--- config.mk ---
export PLATFORM = sky130hd
export DESIGN_NAME = adc_sample_scheduler
export DESIGN_NICKNAME = d
export VERILOG_FILES = /design/src/rtl/adc_sample_scheduler.sv
export SDC_FILE = /design/constraint.sdc
export NUM_CORES = 1
export LEC_CHECK = 0
export ABC_AREA = 1
export CAP_MARGIN = 20
export CORE_ASPECT_RATIO = 1.25
export CORE_MARGIN = 8
export CORE_UTILIZATION = 30
export CTS_BUF_LIST = sky130_fd_sc_hd__clkbuf_2 sky130_fd_sc_hd__clkbuf_4 sky130_fd_sc_hd__clkbuf_8
export CTS_CLUSTER_SIZE = 40
export DETAILED_ROUTE_END_ITERATION = 6
export GPL_TIMING_DRIVEN = 0
export PLACE_DENSITY = 0.76
export SYNTH_ARGS = -nofsm -noshare
export SYNTH_HDL_FRONTEND = slang
export SYNTH_SLANG_ARGS = --single-unit
--- constraint.sdc ---
create_clock -name sys_clk -period 7.25 [get_ports sys_clk]
set_input_delay 1.0875 -clock sys_clk [delete_from_list [all_inputs] [get_ports sys_clk]]
set_output_delay 1.0875 -clock sys_clk [all_outputs]
set_load 0.03 [all_outputs]
--- src/rtl/adc_sample_scheduler.sv ---
`default_nettype none
// ============================================================================
// adc_sample_scheduler : round-robin shared ADC access with sample averaging
// Rev 1.0
// ============================================================================
module adc_sample_scheduler #(
   parameter int N_REQ    = 4,
   parameter int AVG_LOG2 = 2,
   parameter int TIMEOUT  = 1000
) (
   input  logic                 sys_clk,
   input  logic                 reset_n,
   input  logic [255:0]         adc_channels,
   input  logic                 sample_tick,
   input  logic [N_REQ-1:0]     req,
   input  logic [3*N_REQ-1:0]   req_chan,
   output logic [N_REQ-1:0]     ack,
   output logic                 err,
   output logic [11:0]          rd_data,
   output logic [2:0]           grant_id,
   output logic                 busy
);

   localparam int ACC_W = 12 + AVG_LOG2;
   localparam int CNT_W = AVG_LOG2 + 1;
   localparam int TO_W  = $clog2(TIMEOUT);
   localparam logic [CNT_W-1:0] LAST_CNT = CNT_W'((1 << AVG_LOG2) - 1);
   localparam logic [TO_W-1:0]  TO_LAST  = TO_W'(TIMEOUT - 1);

   typedef enum logic [1:0] {
      S_IDLE  = 2'd0,
      S_ACCUM = 2'd1,
      S_DONE  = 2'd2
   } state_t;

   state_t             state;
   logic [2:0]         rr_ptr;
   logic [2:0]         chan;
   logic [ACC_W-1:0]   acc;
   logic [CNT_W-1:0]   cnt;
   logic [TO_W-1:0]    to_cnt;

   logic [7:0]         req_pad;
   logic [2:0]         chan_of [8];
   logic [11:0]        field   [8];
   logic [ACC_W-1:0]   acc_sum;
   logic               found;
   logic [2:0]         pick;
   logic               unused_bits;

   assign req_pad     = 8'(req);
   assign unused_bits = ^adc_channels;

   for (genvar i = 0; i < 8; i++) begin : g_lanes
      assign field[i] = adc_channels[32*i +: 12];
      if (i < N_REQ) begin : g_used
         assign chan_of[i] = req_chan[3*i +: 3];
      end else begin : g_pad
         assign chan_of[i] = 3'd0;
      end
   end

   assign acc_sum = acc + ACC_W'(field[chan]);

   // First set request strictly after the last winner, wrapping at N_REQ.
   always_comb begin
      logic [3:0] idx;
      found = 1'b0;
      pick  = 3'd0;
      idx   = 4'd0;
      for (int k = 0; k < N_REQ; k++) begin
         idx = {1'b0, rr_ptr} + 4'd1 + 4'(k);
         if (idx >= 4'(N_REQ)) idx = idx - 4'(N_REQ);
         if (!found && req_pad[idx[2:0]]) begin
            found = 1'b1;
            pick  = idx[2:0];
         end
      end
   end

   always_ff @(posedge sys_clk) begin
      if (!reset_n) begin
         state    <= S_IDLE;
         ack      <= '0;
         err      <= 1'b0;
         rd_data  <= '0;
         grant_id <= '0;
         busy     <= 1'b0;
         rr_ptr   <= 3'(N_REQ - 1);
         chan     <= '0;
         acc      <= '0;
         cnt      <= '0;
         to_cnt   <= '0;
      end else begin
         ack <= '0;
         err <= 1'b0;
         case (state)
            S_IDLE: begin
               if (found) begin
                  grant_id <= pick;
                  rr_ptr   <= pick;
                  chan     <= chan_of[pick];
                  acc      <= '0;
                  cnt      <= '0;
                  to_cnt   <= '0;
                  busy     <= 1'b1;
                  state    <= S_ACCUM;
               end
            end
            S_ACCUM: begin
               // Timeout wins over a simultaneous request drop.
               if (!sample_tick && to_cnt == TO_LAST) begin
                  ack     <= N_REQ'(1) << grant_id;
                  err     <= 1'b1;
                  rd_data <= 12'(acc >> AVG_LOG2);
                  state   <= S_DONE;
               end else if (!req_pad[grant_id]) begin
                  busy  <= 1'b0;
                  state <= S_IDLE;
               end else if (sample_tick) begin
                  acc    <= acc_sum;
                  cnt    <= cnt + 1'b1;
                  to_cnt <= '0;
                  if (cnt == LAST_CNT) begin
                     ack     <= N_REQ'(1) << grant_id;
                     rd_data <= 12'(acc_sum >> AVG_LOG2);
                     state   <= S_DONE;
                  end
               end else begin
                  to_cnt <= to_cnt + 1'b1;
               end
            end
            S_DONE: begin
               busy  <= 1'b0;
               state <= S_IDLE;
            end
            default: begin
               busy  <= 1'b0;
               state <= S_IDLE;
            end
         endcase
      end
   end

endmodule
`default_nettype wire

## After elaboration in Yosys (flattened, before gate mapping)

Cells that the tools add are included.

| storage, ports and cells | value |
|---|---|
| register bits after elaboration | 56 |
| input port bits | 275 |
| output and inout bits | 21 |
| logic and storage cells | 128 |

| operators by class | value |
|---|---|
| add/subtract/negate cells | 11 |
| order comparisons | 11 |
| eq/ne operators | 10 |
| shift operators | 1 |
| mux-type cells | 62 |
| bitwise gates (word level) | 2 |
| reduce and logical (&&, ||, !) cells | 20 |

Operators with widths:

| kind | count |
|---|---|
| 2-to-1 mux 12 bit | 6 |
| 2-to-1 mux 14 bit | 4 |
| 2-to-1 mux 3 bit | 14 |
| 2-to-1 mux 10 bit | 4 |
| binary-select mux 12 bit (select 3 bit) | 1 |
| case mux 14 bit (2 select lines) | 1 |
| less-than comparator 3 x 4 -> 1 bit, second input constant | 5 |
| case mux 10 bit (2 select lines) | 1 |
| >= comparator 4 x 3 -> 1 bit, second input constant | 4 |
| 2-to-1 mux 4 bit | 4 |
| binary-select mux 1 bit (select 3 bit) | 5 |
| adder 14 x 12 -> 14 bit | 1 |
| 2-to-1 mux 1 bit | 13 |
| subtractor 3 bit, second input constant | 4 |
| adder 10 x 1 -> 10 bit, second input constant | 1 |
| equality test 10 bit, second input constant | 1 |
| 2-to-1 mux 2 bit | 5 |
| != test 2 bit, second input constant | 5 |
| binary-select mux 3 bit (select 3 bit) | 1 |
| adder 4 x 2 -> 4 bit, second input constant | 2 |
| >= comparator 4 bit, second input constant | 2 |
| != test 4 bit, second input constant | 2 |
| inverter 3 -> 4 bit | 2 |
| AND reduction 4 bit | 2 |
| 16 further kinds | 27 |

## Logic depth before layout (Yosys ltp)

Gate-level depths: netlist of the first run.

| depth | value |
|---|---|
| depth in word-level cells | 19 |
| gate-level depth with buffers | 19 |
| depth with buffers taken out | 19 |

## Worst setup path after synthesis of the first run

Ideal clock, no wire load.

| timing path | value |
|---|---|
| path kind | input -> register |
| start | in adc_channels[160] |
| end | reg rd_data[8] |
| setup time | 132 ps |
| data arrival time | 2877 ps |
| data required time | 7118 ps |
| slack | 4241 ps |
| stages on the path | 15 |
| buffers on the path | 0 |
| path through | o21ai_0 > o22ai_1 > nor2_1 > a31oi_1 > ha_1 > fa_1 > nand3_1 > nand2_1 > nand4_1 > nand3_1 > a21oi_1 > xor2_1 > nand2_1 > nand2_1 > a21oi_1 |

| between the ends | value |
|---|---|
| cells in the longest elaborated chain, start to end | 8 |

Ends and longest elaborated chain:

| what | RTL line | source |
|---|---|---|
| from (decl) | 13 | `input logic [255:0] adc_channels,` |
| binary-select mux 12 bit (select 3 bit) | 63 | `assign acc_sum = acc + ACC_W'(field[chan]);` |
| 2-to-1 mux 12 bit (not written as such) (2 in a row) | 63 |  |
| adder 14 x 12 -> 14 bit | 63 |  |
| 2-to-1 mux 12 bit | 124 | `if (cnt == LAST_CNT) begin` |
| 2-to-1 mux 12 bit | 120 | `end else if (sample_tick) begin` |
| 2-to-1 mux 12 bit | 117 | `end else if (!req_pad[grant_id]) begin` |
| 2-to-1 mux 12 bit | 112 | `if (!sample_tick && to_cnt == TO_LAST) begin` |
| to (signal assigned) | 115 | `rd_data <= 12'(acc >> AVG_LOG2);` |
| to (signal assigned) | 126 | `rd_data <= 12'(acc_sum >> AVG_LOG2);` |
| to (decl) | 19 | `output logic [11:0] rd_data,` |

Every way passes these cells. The select of a mux whose other input is x is not followed.
A chain may end at the register's enable or synchronous reset.

## Worst setup path after layout of the first run

| timing path | value |
|---|---|
| start | in adc_channels[226] |
| end | reg rd_data[7] |

Same word-level chain as after synthesis.

==> results of run 1 <==
## metrics by stage
step	util	area, µm²	total power, µW
6_report	0.420	5950	2000
3_5_place_dp	0.413	5860	1820
2_1_floorplan	-	4290	1440
3_3_place_gp	0.413	5860	1800
4_1_cts	0.420	5950	2000
5_1_grt	0.420	5950	2190
## sequential cells by signal (all words and copies together), names as in the netlist
name / flops
ack: 4
to_cnt: 10
rd_data: 12
busy: 1
err: 1
grant_id: 3
state: 2
chan: 3
rr_ptr: 2
acc: 14
cnt: 3
## per-layer routing
metal | routed length (µm) | track usage | part of all wire | up-vias
li1 | - | - | - | 2587
met1 | 6160 | 0.176 | 0.42 | 2203
met2 | 6730 | 0.262 | 0.46 | 201
met3 | 1460 | 0.0604 | 0.10 | 22
met4 | 321 | 0.0447 | 0.022 | 0
met5 | 0 | 0 | 0 | -
## cells in the mapped netlist (2+ instances only)
| master | n | area share |
|---|---|---|
| o21ai_0 | 70 | 0.082 |
| a21oi_1 | 45 | 0.052 |
| a211oi_1 | 2 | 0.0035 |
| inv_2 | 5 | 0.0044 |
| nor3_1 | 15 | 0.017 |
| a31oi_1 | 17 | 0.025 |
| a21o_1 | 2 | 0.0035 |
| ha_1 | 19 | 0.055 |
| buf_2 | 4 | 0.0047 |
| o21a_1 | 2 | 0.0035 |
| clkbuf_1 | 20 | 0.017 |
| nand3_2 | 5 | 0.012 |
| a22oi_1 | 9 | 0.016 |
| buf_6 | 2 | 0.0052 |
| nor4_1 | 2 | 0.0029 |
| nand2_2 | 3 | 0.0044 |
| buf_4 | 5 | 0.0087 |
| inv_1 | 54 | 0.047 |
| nand4_1 | 9 | 0.013 |
| xor2_1 | 14 | 0.029 |
| nor2_2 | 2 | 0.0029 |
| nand3_1 | 54 | 0.063 |
| nand2_4 | 5 | 0.013 |
| nand2_1 | 112 | 0.098 |
| o21ai_1 | 2 | 0.0023 |
| o22ai_1 | 14 | 0.020 |
| dfxtp_1 | 55 | 0.26 |
| nor2_1 | 121 | 0.11 |
## how the worst min path moves through the flow
stage / endpoint / slack (ps) / start / cells after the start
final: rd_data[11] / 470 / rd_data[11] / 2
after detailed placement: rd_data[11] / 460 / rd_data[11] / 2
after CTS: rd_data[9] / 480 / rd_data[9] / 2
after global placement: rd_data[11] / 450 / rd_data[11] / 2
after floorplan: cnt[0] / 450 / cnt[0] / 2
after global routing: rd_data[11] / 500 / rd_data[11] / 2
## cell type report
type                            count  area [µm²]  share of cell area
Sequential cell                    55        1100               0.185
Timing Repair Buffer              134        1340               0.225
Buffer                             32         159              0.0267
Clock buffer                        6        82.6              0.0139
Clock inverter                      2        13.8             0.00231
Tap cell                          178         223              0.0374
Inverter                           60         225              0.0378
Multi-Input combinational cell    535        2810               0.472
## worst max-delay path, cell delays in order
cell and delay (ps):
clkdlybuf4s50_1 490, nor2_1 50, o22ai_1 210, nor2_1 60, a31oi_1 190, ha_1 310
a21oi_1 160, nand2_1 110, a21boi_0 360, o21ai_0 200, nand2_1 90, nand2_1 60
xor2_1 150, o21ai_0 180, nand2_1 70, inv_1 60
## cell families (layout without fill, tap and decap cells)
group / Yosys count / after routing / share of synthesized area
AOI/OAI and AO/OA: 168 / 168 / 0.217
xor gates and xnor gates: 14 / 14 / 0.0286
adders and majority gates: 20 / 20 / 0.0601
buffers and inverters: 92 / 234 / 0.0895
DFF: 55 / 55 / 0.257
and+or+nand+nor: 333 / 333 / 0.348
## power groups by stage
stage          clock (µW)  combinational (µW)  sequential (µW)
6_report              182                1420              391
5_1_grt               198                1590              399
4_1_cts               186                1430              391
3_5_place_dp            0                1420              398
3_3_place_gp            0                1400              396
2_1_floorplan           0                1040              396
==> key figures, run 1 <==
Logic synthesis
  – #FFs+latches synth: 55
  – Distinct cells, synth: 41
  – Main synth FF type: dfxtp_1
  – Number of flops mapped to enable cells by yosys: 0
  – Async SR Flop Fraction: 0
  – Syn Area/Cell: approximately 6.3 µm²
  – Post-Syn Area: 4290 µm²
  – Syn nets: 977
  – YS warnings: 0
  – Mapped Cells: between 600 and 700
  – Seq/Total Area, Yosys: 0.257

Routing
  – Remaining DRCs: 0
  – Vias: 5013
  – Iter 0 DRT Violations: 251
  – Vias per cell: 5.00
  – Final wirelength: around 15000 µm
  – Post-DR wirelength/cell: between 10 and 15 µm
  – Routed Antenna Nets: 0
  – Detailed Routing Iterations Pass 1: 5

STA
  – Clock Skew: between 9 and 10 ps
  – RSZ-0062 raised after global routing: no
  – Final hold violation count: 0
  – Slew Viols, Final: 0
  – Final-report setup violation count: 0
  – Slew @ Worst Pin: ~600 ps
  – Tmin final: about 3600 ps
  – Fmax: between 200 and 300 MHz
  – Worst hold margin: ~470 ps
  – Fin crit share: 0.492
  – Setup ws final: 3690 ps
  – Worst slew margin relative to its limit: 0.594
  – Setup TNS: 0 ps

Worst setup path
  – Worst setup EP type: register
  – Path type of the worst setup path: in2reg
  – Crit Reg-Reg Startpoint: chan[0]
  – Worst reg-to-reg path cell count: 17
  – CP endpoint: rd_data[7]
  – Crit path launch: adc_channels[226]
  – Critical Path AT: around 3800 ps
  – R2R Setup Slk: approximately 3700 ps
  – R2R Path End: rd_data[7]
  – Critical Path RT: about 7500 ps
  – Startpoint types: primary input
  – Max FO, Critical Path: 4

GRT
  – GRT Total Usage: 0.155
  – GRT Residual Overflow: 0
  – Global-route wire length before repair: 23000 µm
  – Vias in the first global route: roughly 5000
  – Largest net degree at the start of global routing: 18
  – Initial antenna violation count: 0

CTS
  – Clk_lat worst skew: roughly 310 ps
  – CTS Buffer Depth: 2
  – Clock sink total: 55
  – TritonCTS clock tree: yes
  – Total CTS buffers: 5
  – PostCTS Resize Cnt: 0
  – CTS Hold Buffers Added: 0
  – Post CTS Setup Buffer Count: 0
  – H-tree depth: 2
  – CTS root buf: clkbuf_8
  – Reg clk slew, reported paths: ~100 ps

Placement
  – Worst slack, placed: roughly 3300 ps
  – Dpl cells: around 990
  – Buffers on Ports: 134
  – GPL Wtd Cong: between 0.9 and 1
  – HPWL after DPL: ~12000 µm

Power
  – Internal: 928 µW
  – Pleak: 0.00254 µW
  – Sw Ratio: 0.535
  – Sw Pwr: about 1100 µW
  – Clock share of power: 0.091
  – Worst IR Drop VDD: 0.173 mV
  – Pwr dens: 336 nW/µm²
  – Comb power frac: 0.713
  – Reg power frac: 0.196

Cells and area
  – Ant. Diodes: 0
  – Area delta synth->final: 38.7%
  – Commonest non-fill, non-tap cell in the layout: clkdlybuf4s50_1
  – Finished Layout Cells: 1002
  – Fraction of layout instances using a drive strength above 1: 0.0522
  – Number of fillers in the final layout: approximately 1500
  – Fin nets: ~1100
  – Commonest cells after routing, fill and taps aside: clkdlybuf4s50_1, nor2_1, nand2_1

Floorplanning
  – Row count: about 50
  – IO Count: slightly below 300
  – Starting Density: 0.303
  – Die area: between 15000 and 20000 µm²
  – Die W: approximately 120 µm
  – Die height: roughly 150 µm
  – Core Area: 14200 µm²

Run status
  – Status: completed

Job
  – Max_cap viols: 0

Min path
  – Hold Path Class: reg2reg
Power figures use the tool's default switching activity.
==> inputs of run 2 (changes only) <==
==> constraint.sdc (replaced) <==
create_clock -name sys_clk -period 3.4 [get_ports sys_clk]
set_input_delay 0.51 -clock sys_clk [delete_from_list [all_inputs] [get_ports sys_clk]]
set_output_delay 0.51 -clock sys_clk [all_outputs]
set_load 0.03 [all_outputs]
==> run 2 against run 1 <==
Net effect: global-route usage about the same; cell area up 0.13%; total power up 110%; utilization up 0.053 points; routed wire length about the same; clock-buffer cell count unchanged; register-to-register slack worse by 3400 ps; critical path type is now reg2reg; critical endpoint unchanged; largest cell class unchanged.
==> key figures, run 2 (synthesized netlist as in run 1, its figures left out) <==
GRT
  – Vias in the first global route: 4907 (unchanged)
  – GRT Residual Overflow: 0 (unchanged)
  – Largest net degree at the start of global routing: 18 (unchanged)
  – Global-route wire length before repair: 23000 µm (about the same)
  – GRT Total Usage: 0.155 (about the same)
  – Initial antenna violation count: 0 (unchanged)

Placement
  – GPL Wtd Cong: 0.920 (unchanged)
  – HPWL after DPL: 12400 µm (unchanged)
  – Area after DPL: 5860 µm² (unchanged)
  – Buffers on Ports: 134 (unchanged)

CTS
  – CTS Buffer Depth: 2 (unchanged)
  – CTS root buf: clkbuf_8
  – Clk_lat worst skew: 310 ps (about the same)
  – H-tree depth: 2 (unchanged)
  – Clock sink total: 55 (unchanged)
  – TritonCTS clock tree: yes
  – CTS Hold Buffers Added: 0 (unchanged)
  – Total CTS buffers: 5 (unchanged)
  – Reg clk slew, reported paths: 100 ps (about the same)

STA
  – Final hold violation count: 0 (unchanged)
  – Worst hold margin: 473 ps (unchanged)
  – Clock Skew: 9.64 ps (unchanged)
  – Slew @ Worst Pin: 606 ps (-0.000596 ps)
  – Fmax: between 300 and 400 MHz
  – Final-report setup violation count: 0 (unchanged)
  – Tmin final: around 3100 ps
  – RSZ-0062 raised after global routing: no
  – Worst slew margin relative to its limit: 0.594 (unchanged)
  – Slew Viols, Final: 0 (unchanged)
  – Fin crit share: 0.919

Routing
  – Post-DR wirelength/cell: 14.7 µm (about the same)
  – Vias per cell: 5.02 (+0.44%)
  – Vias: 5035 (+0.44%)
  – Remaining DRCs: 0 (unchanged)
  – Detailed Routing Iterations Pass 1: 5 (unchanged)
  – Final wirelength: 14700 µm (about the same)
  – Routed Antenna Nets: 0 (unchanged)
  – Iter 0 DRT Violations: 248 (-1.2%)

Floorplanning
  – Die height: 150 µm (unchanged)
  – Die area: 18400 µm² (unchanged)
  – Die W: 123 µm (unchanged)
  – Core Area: 14200 µm² (unchanged)
  – IO Count: 296 (unchanged)
  – Row count: 49 (unchanged)
  – Starting Density: 0.303 (unchanged)

Min path
  – Hold Startpoint: rd_data[11]
  – Min-Delay Endpoint: rd_data[11]
  – Hold Path Cell Cnt: 2 (unchanged)
  – Hold Path Class: reg2reg

Run status
  – Status: completed

Power
  – Reg power frac: 0.195 (about the same)
  – Pwr dens: 716 nW/µm² (+110%)
  – Sw Pwr: 2280 µW (+110%)
  – Comb power frac: 0.714 (about the same)
  – Clock share of power: 0.091 (about the same)
  – Pleak: 0.00256 µW (+0.73%)
  – Worst IR Drop VDD: 0.384 mV (+120%)
  – Internal: 1990 µW (+110%)
  – Sw Ratio: 0.535 (-0.000759)

Cells and area
  – Ant. Diodes: 0 (unchanged)
  – Commonest non-fill, non-tap cell in the layout: clkdlybuf4s50_1
  – Register with the most flip-flops: acc
  – Commonest cells after routing, fill and taps aside: clkdlybuf4s50_1, nor2_1, nand2_1
  – Fraction of layout instances using a drive strength above 1: 0.0595 (+0.00728)
  – Top flop regs: acc (14), rd_data (12), to_cnt (10)
  – Area delta synth->final: 38.9%
  – Fin nets: 1118 (unchanged)
  – Max FFs per register: 14 (unchanged)
  – Final instance area: 5960 µm² (+0.13%)
  – Final Core Density: 0.421 (+0.000530)

Worst setup path
  – Startpoint types: register
  – Critical Path RT: 3660 ps (-3850 ps)
  – Max FO, Critical Path: 10 (+6)
  – R2R Path End: rd_data[7]
  – R2R Setup Slk: 280 ps (-3440 ps)
  – Worst reg-to-reg path cell count: 15 (-2)
  – Path type of the worst setup path: reg2reg
  – Critical Path AT: 3380 ps (-450 ps)
  – Crit Reg-Reg Startpoint: chan[1]
  – Worst setup EP type: register

Job
  – Max_cap viols: 0 (unchanged)
## run 2: critical path: stages (launching register included)
cell      delay, ps
dfxtp_1         460
clkbuf_1        360
o21ai_0         200
o22ai_1         200
nor2_1           60
a31oi_1         190
ha_1            320
a21oi_1         200
a21boi_1        300
o21ai_0         170
nand2_1          90
nand2_1          60
xor2_1          150
o21ai_0         180
nand2_1          70
inv_1            60
## run 2: what timing repair did
action,CTS,global route
setup endpoints to repair,4,7
gates resized for setup,4,7
buffers inserted,0,0
## run 2: layer usage
metal	wire length, µm	GRT usage
met2	6740	0.262
met4	303	0.0447
met3	1470	0.0604
met5	0	0
met1	6170	0.177
## run 2: worst max-delay path by stage
stage | start | end | slack [ps]
2_1_floorplan | chan[0] | rd_data[7] | 680
3_3_place_gp | chan[0] | rd_data[7] | -60
3_5_place_dp | chan[0] | rd_data[7] | -140
4_1_cts | chan[0] | rd_data[7] | 80
5_1_grt | chan[0] | rd_data[10] | 2
6_report | chan[1] | rd_data[7] | 280
## run 2: power by group through the flow
stage                     Combinational [µW]  Sequential, µW  Clock [µW]
after floorplan                         2230             844           0
after global placement                  2980             844           0
after detailed placement                3030             848           0
after CTS                               3040             833         397
after global routing                    3410             850         423
final                                   3050             834         388
## run 2: through the flow
stage / setup TNS [ps] / power, µW / worst slack (ps) / instances
after CTS: 0 / 4280 / 80.8 / 1002
after global placement: -64.8 / 3830 / -64.8 / 994
after detailed placement: -225 / 3880 / -139 / 994
after floorplan: 0 / 3070 / 677 / 682
after global routing: 0 / 4680 / 1.77 / 1002
final: 0 / 4270 / 276 / 1002
## run 2: cell type report
| cell class | instances | area [µm²] |
|---|---|---|
| Inverter | 60 | 225 |
| Tap cell | 178 | 223 |
| Clock buffer | 6 | 82.6 |
| Multi-Input combinational cell | 535 | 2810 |
| Sequential cell | 55 | 1100 |
| Buffer | 32 | 166 |
| Fill cell | 1460 | 8200 |
| Clock inverter | 2 | 13.8 |
| Timing Repair Buffer | 134 | 1340 |
==> inputs of run 3 (changes only) <==
--- a/config.mk
+++ b/config.mk
@@ -15,6 +15,7 @@
 export DETAILED_ROUTE_END_ITERATION = 6
 export GPL_TIMING_DRIVEN = 0
 export PLACE_DENSITY = 0.76
+export RECOVER_POWER = 25
 export SYNTH_ARGS = -nofsm -noshare
 export SYNTH_HDL_FRONTEND = slang
 export SYNTH_SLANG_ARGS = --single-unit
==> constraint.sdc (replaced) <==
create_clock -name sys_clk -period 3.4 [get_ports sys_clk]
set_input_delay 0.34 -clock sys_clk [delete_from_list [all_inputs] [get_ports sys_clk]]
set_output_delay 0.34 -clock sys_clk [all_outputs]
set_load 0.03 [all_outputs]
==> run 3 against run 2 <==
Net effect: non-clock buffer count did not move; sequential cell count unchanged; hold slack got worse by 97 ps; utilization unchanged; maximum frequency about the same; critical endpoint unchanged; global-route usage is the same; largest power group unchanged; sequential share of layout area stayed put.
==> key figures, run 3 (synthesized netlist as in run 1, its figures left out) <==
Worst setup path
  – Crit-path slowest cell: dfxtp_1
  – Worst reg-to-reg path cell count: 15 (unchanged)
  – Crit Reg-Reg Startpoint: chan[1]
  – Critical Path RT: 3660 ps (about the same)
  – Crit-path cells: clkbuf_1, o21ai_0, o22ai_1, nor2_1, a31oi_1, ha_1, a21oi_1, a21boi_1, o21ai_0, nand2_1, nand2_1, xor2_1, o21ai_0, nand2_1, inv_1
  – Max FO, Critical Path: 10 (unchanged)
  – R2R Path End: rd_data[7]
  – CP max stage delay: 460 ps (about the same)
  – Startpoint types: register
  – Worst setup EP type: register
  – Critical path buffers and inverters: 2 (unchanged)
  – Path type of the worst setup path: reg2reg
  – Crit-path leading delay family: compound AO/OA/AOI/OAI gates
  – R2R Setup Slk: 280 ps (about the same)
  – Critical Path AT: 3380 ps (about the same)

Floorplanning
  – Die height: 150 µm (unchanged)
  – Core Area: 14200 µm² (unchanged)
  – Die area: 18400 µm² (unchanged)
  – Starting Density: 0.303 (unchanged)
  – Row count: 49 (unchanged)
  – IO Count: 296 (unchanged)
  – Die W: 123 µm (unchanged)

Placement
  – HPWL after DPL: 12400 µm (unchanged)
  – Area after DPL: 5860 µm² (unchanged)
  – Buffers on Ports: 134 (unchanged)
  – GPL Wtd Cong: 0.920 (unchanged)

STA
  – Slew @ Worst Pin: 606 ps (unchanged)
  – Slew Viols, Final: 0 (unchanged)
  – Worst slew margin relative to its limit: 0.594 (unchanged)
  – Final-report setup violation count: 0 (unchanged)
  – Setup TNS: 0 ps (unchanged)
  – Clock Skew: 9.24 ps (-0.398 ps)
  – Final hold violation count: 0 (unchanged)
  – Worst hold margin: 376 ps (-97.3 ps)
  – RSZ-0062 raised after global routing: no
  – Tmin final: 3120 ps (+0.0320 ps)
  – Fmax: 320 MHz (about the same)
  – Fin crit share: 0.919 (about the same)

Routing
  – Post-DR wirelength/cell: 14.7 µm (about the same)
  – Iter 0 DRT Violations: 248 (unchanged)
  – Remaining DRCs: 0 (unchanged)
  – Final wirelength: 14700 µm (about the same)
  – Detailed Routing Iterations Pass 1: 5 (unchanged)
  – Vias: 5046 (+0.22%)
  – Vias per cell: 5.04 (+0.22%)
  – Routed Antenna Nets: 0 (unchanged)

CTS
  – TritonCTS clock tree: yes
  – Post CTS Setup Buffer Count: 0 (unchanged)
  – CTS root buf: clkbuf_8
  – CTS Hold Buffers Added: 0 (unchanged)
  – Total CTS buffers: 5 (unchanged)
  – Reg clk slew, reported paths: 100 ps (about the same)
  – H-tree depth: 2 (unchanged)
  – CTS Buffer Depth: 2 (unchanged)
  – Clk_lat worst skew: 310 ps (about the same)
  – Clock sink total: 55 (unchanged)

Cells and area
  – Top flop regs: acc (14), rd_data (12), to_cnt (10)
  – Commonest cells after routing, fill and taps aside: nor2_1, clkdlybuf4s50_1, nand2_1
  – Ant. Diodes: 0 (unchanged)
  – Max FFs per register: 14 (unchanged)
  – Fin nets: 1118 (unchanged)
  – Final instance area: 5960 µm² (unchanged)
  – Fraction of layout instances using a drive strength above 1: 0.0595 (unchanged)
  – Final Core Density: 0.421 (unchanged)
  – Register with the most flip-flops: acc
  – Area delta synth->final: 38.9% (unchanged)
  – Commonest non-fill, non-tap cell in the layout: nor2_1

Power
  – Pleak: 0.00262 µW (+2.4%)
  – Worst IR Drop VDD: 0.384 mV (about the same)
  – Pwr dens: 716 nW/µm² (about the same)

Job
  – Max_cap viols: 0 (unchanged)

Run status
  – Status: completed

GRT
  – GRT Total Usage: 0.155 (unchanged)
  – Vias in the first global route: 4907 (unchanged)
  – Global-route wire length before repair: 23000 µm (unchanged)
  – Initial antenna violation count: 0 (unchanged)
  – Largest net degree at the start of global routing: 18 (unchanged)
  – GRT Residual Overflow: 0 (unchanged)

Min path
  – Min-Delay Endpoint: to_cnt[1]
  – Hold Startpoint: reset_n
  – Hold Path Class: in2reg
  – Hold Path Cell Cnt: 3 (+1)
[run 3: cell count changes in the layout (fill, tap and decap cells not counted)]
cell | before | now
clkdlybuf4s50_1 | 134 | 116
dlygate4sd3_1 | 0 | 18
[run 3: worst max-delay path by stage]
| stage | depth (start not counted) | startpoint | endpoint |
|---|---|---|---|
| after floorplan | 17 | chan[0] | rd_data[7] |
| after CTS | 16 | chan[0] | rd_data[7] |
| after detailed placement | 17 | chan[0] | rd_data[7] |
| final | 15 | chan[1] | rd_data[7] |
| after global placement | 17 | chan[0] | rd_data[7] |
| after global routing | 15 | chan[0] | rd_data[10] |
[run 3: worst register-to-register path, cell delays in order, from the launching register on]
cell and delay, ps:
dfxtp_1 460, clkbuf_1 360, o21ai_0 200, o22ai_1 200
nor2_1 60, a31oi_1 190, ha_1 320, a21oi_1 200
a21boi_1 300, o21ai_0 170, nand2_1 90, nand2_1 60
xor2_1 150, o21ai_0 180, nand2_1 70, inv_1 60
[run 3: what timing repair did]
item | 4_1_cts | 5_1_grt
endpoints found under the setup margin | 4 | 7
cloned | 0 | 0
gates resized for setup | 4 | 7
[run 3: routing by layer]
metal | GRT usage | up-vias | wire length, µm
li1 | - | 2587 | -
met1 | 0.177 | 2218 | 6130
met2 | 0.262 | 221 | 6740
met3 | 0.0604 | 20 | 1510
met4 | 0.0447 | 0 | 303
met5 | 0 | - | 0
[run 3: cell type report]
class,instances,area (µm²)
sequential,55,1100
tap,178,223
buffer,32,166
clock buffer,6,82.6
multi-input combinational,535,2810
clock inverter,2,13.8
fill,1460,8200
timing repair buffer,134,1340
inverter,60,225
[run 3: power breakdown]
part	internal, µW	switching (µW)
Sequential	741	92.6
Clock	167	221
Combinational	1070	1970
[run 3: metrics by stage]
step / instances / setup WS, ps / total power, µW
final: 1002 / 276 / 4270
after global routing: 1002 / 1.77 / 4670
after CTS: 1002 / 80.8 / 4280
after detailed placement: 994 / -139 / 3880
after global placement: 994 / -64.8 / 3830
after floorplan: 682 / 677 / 3070
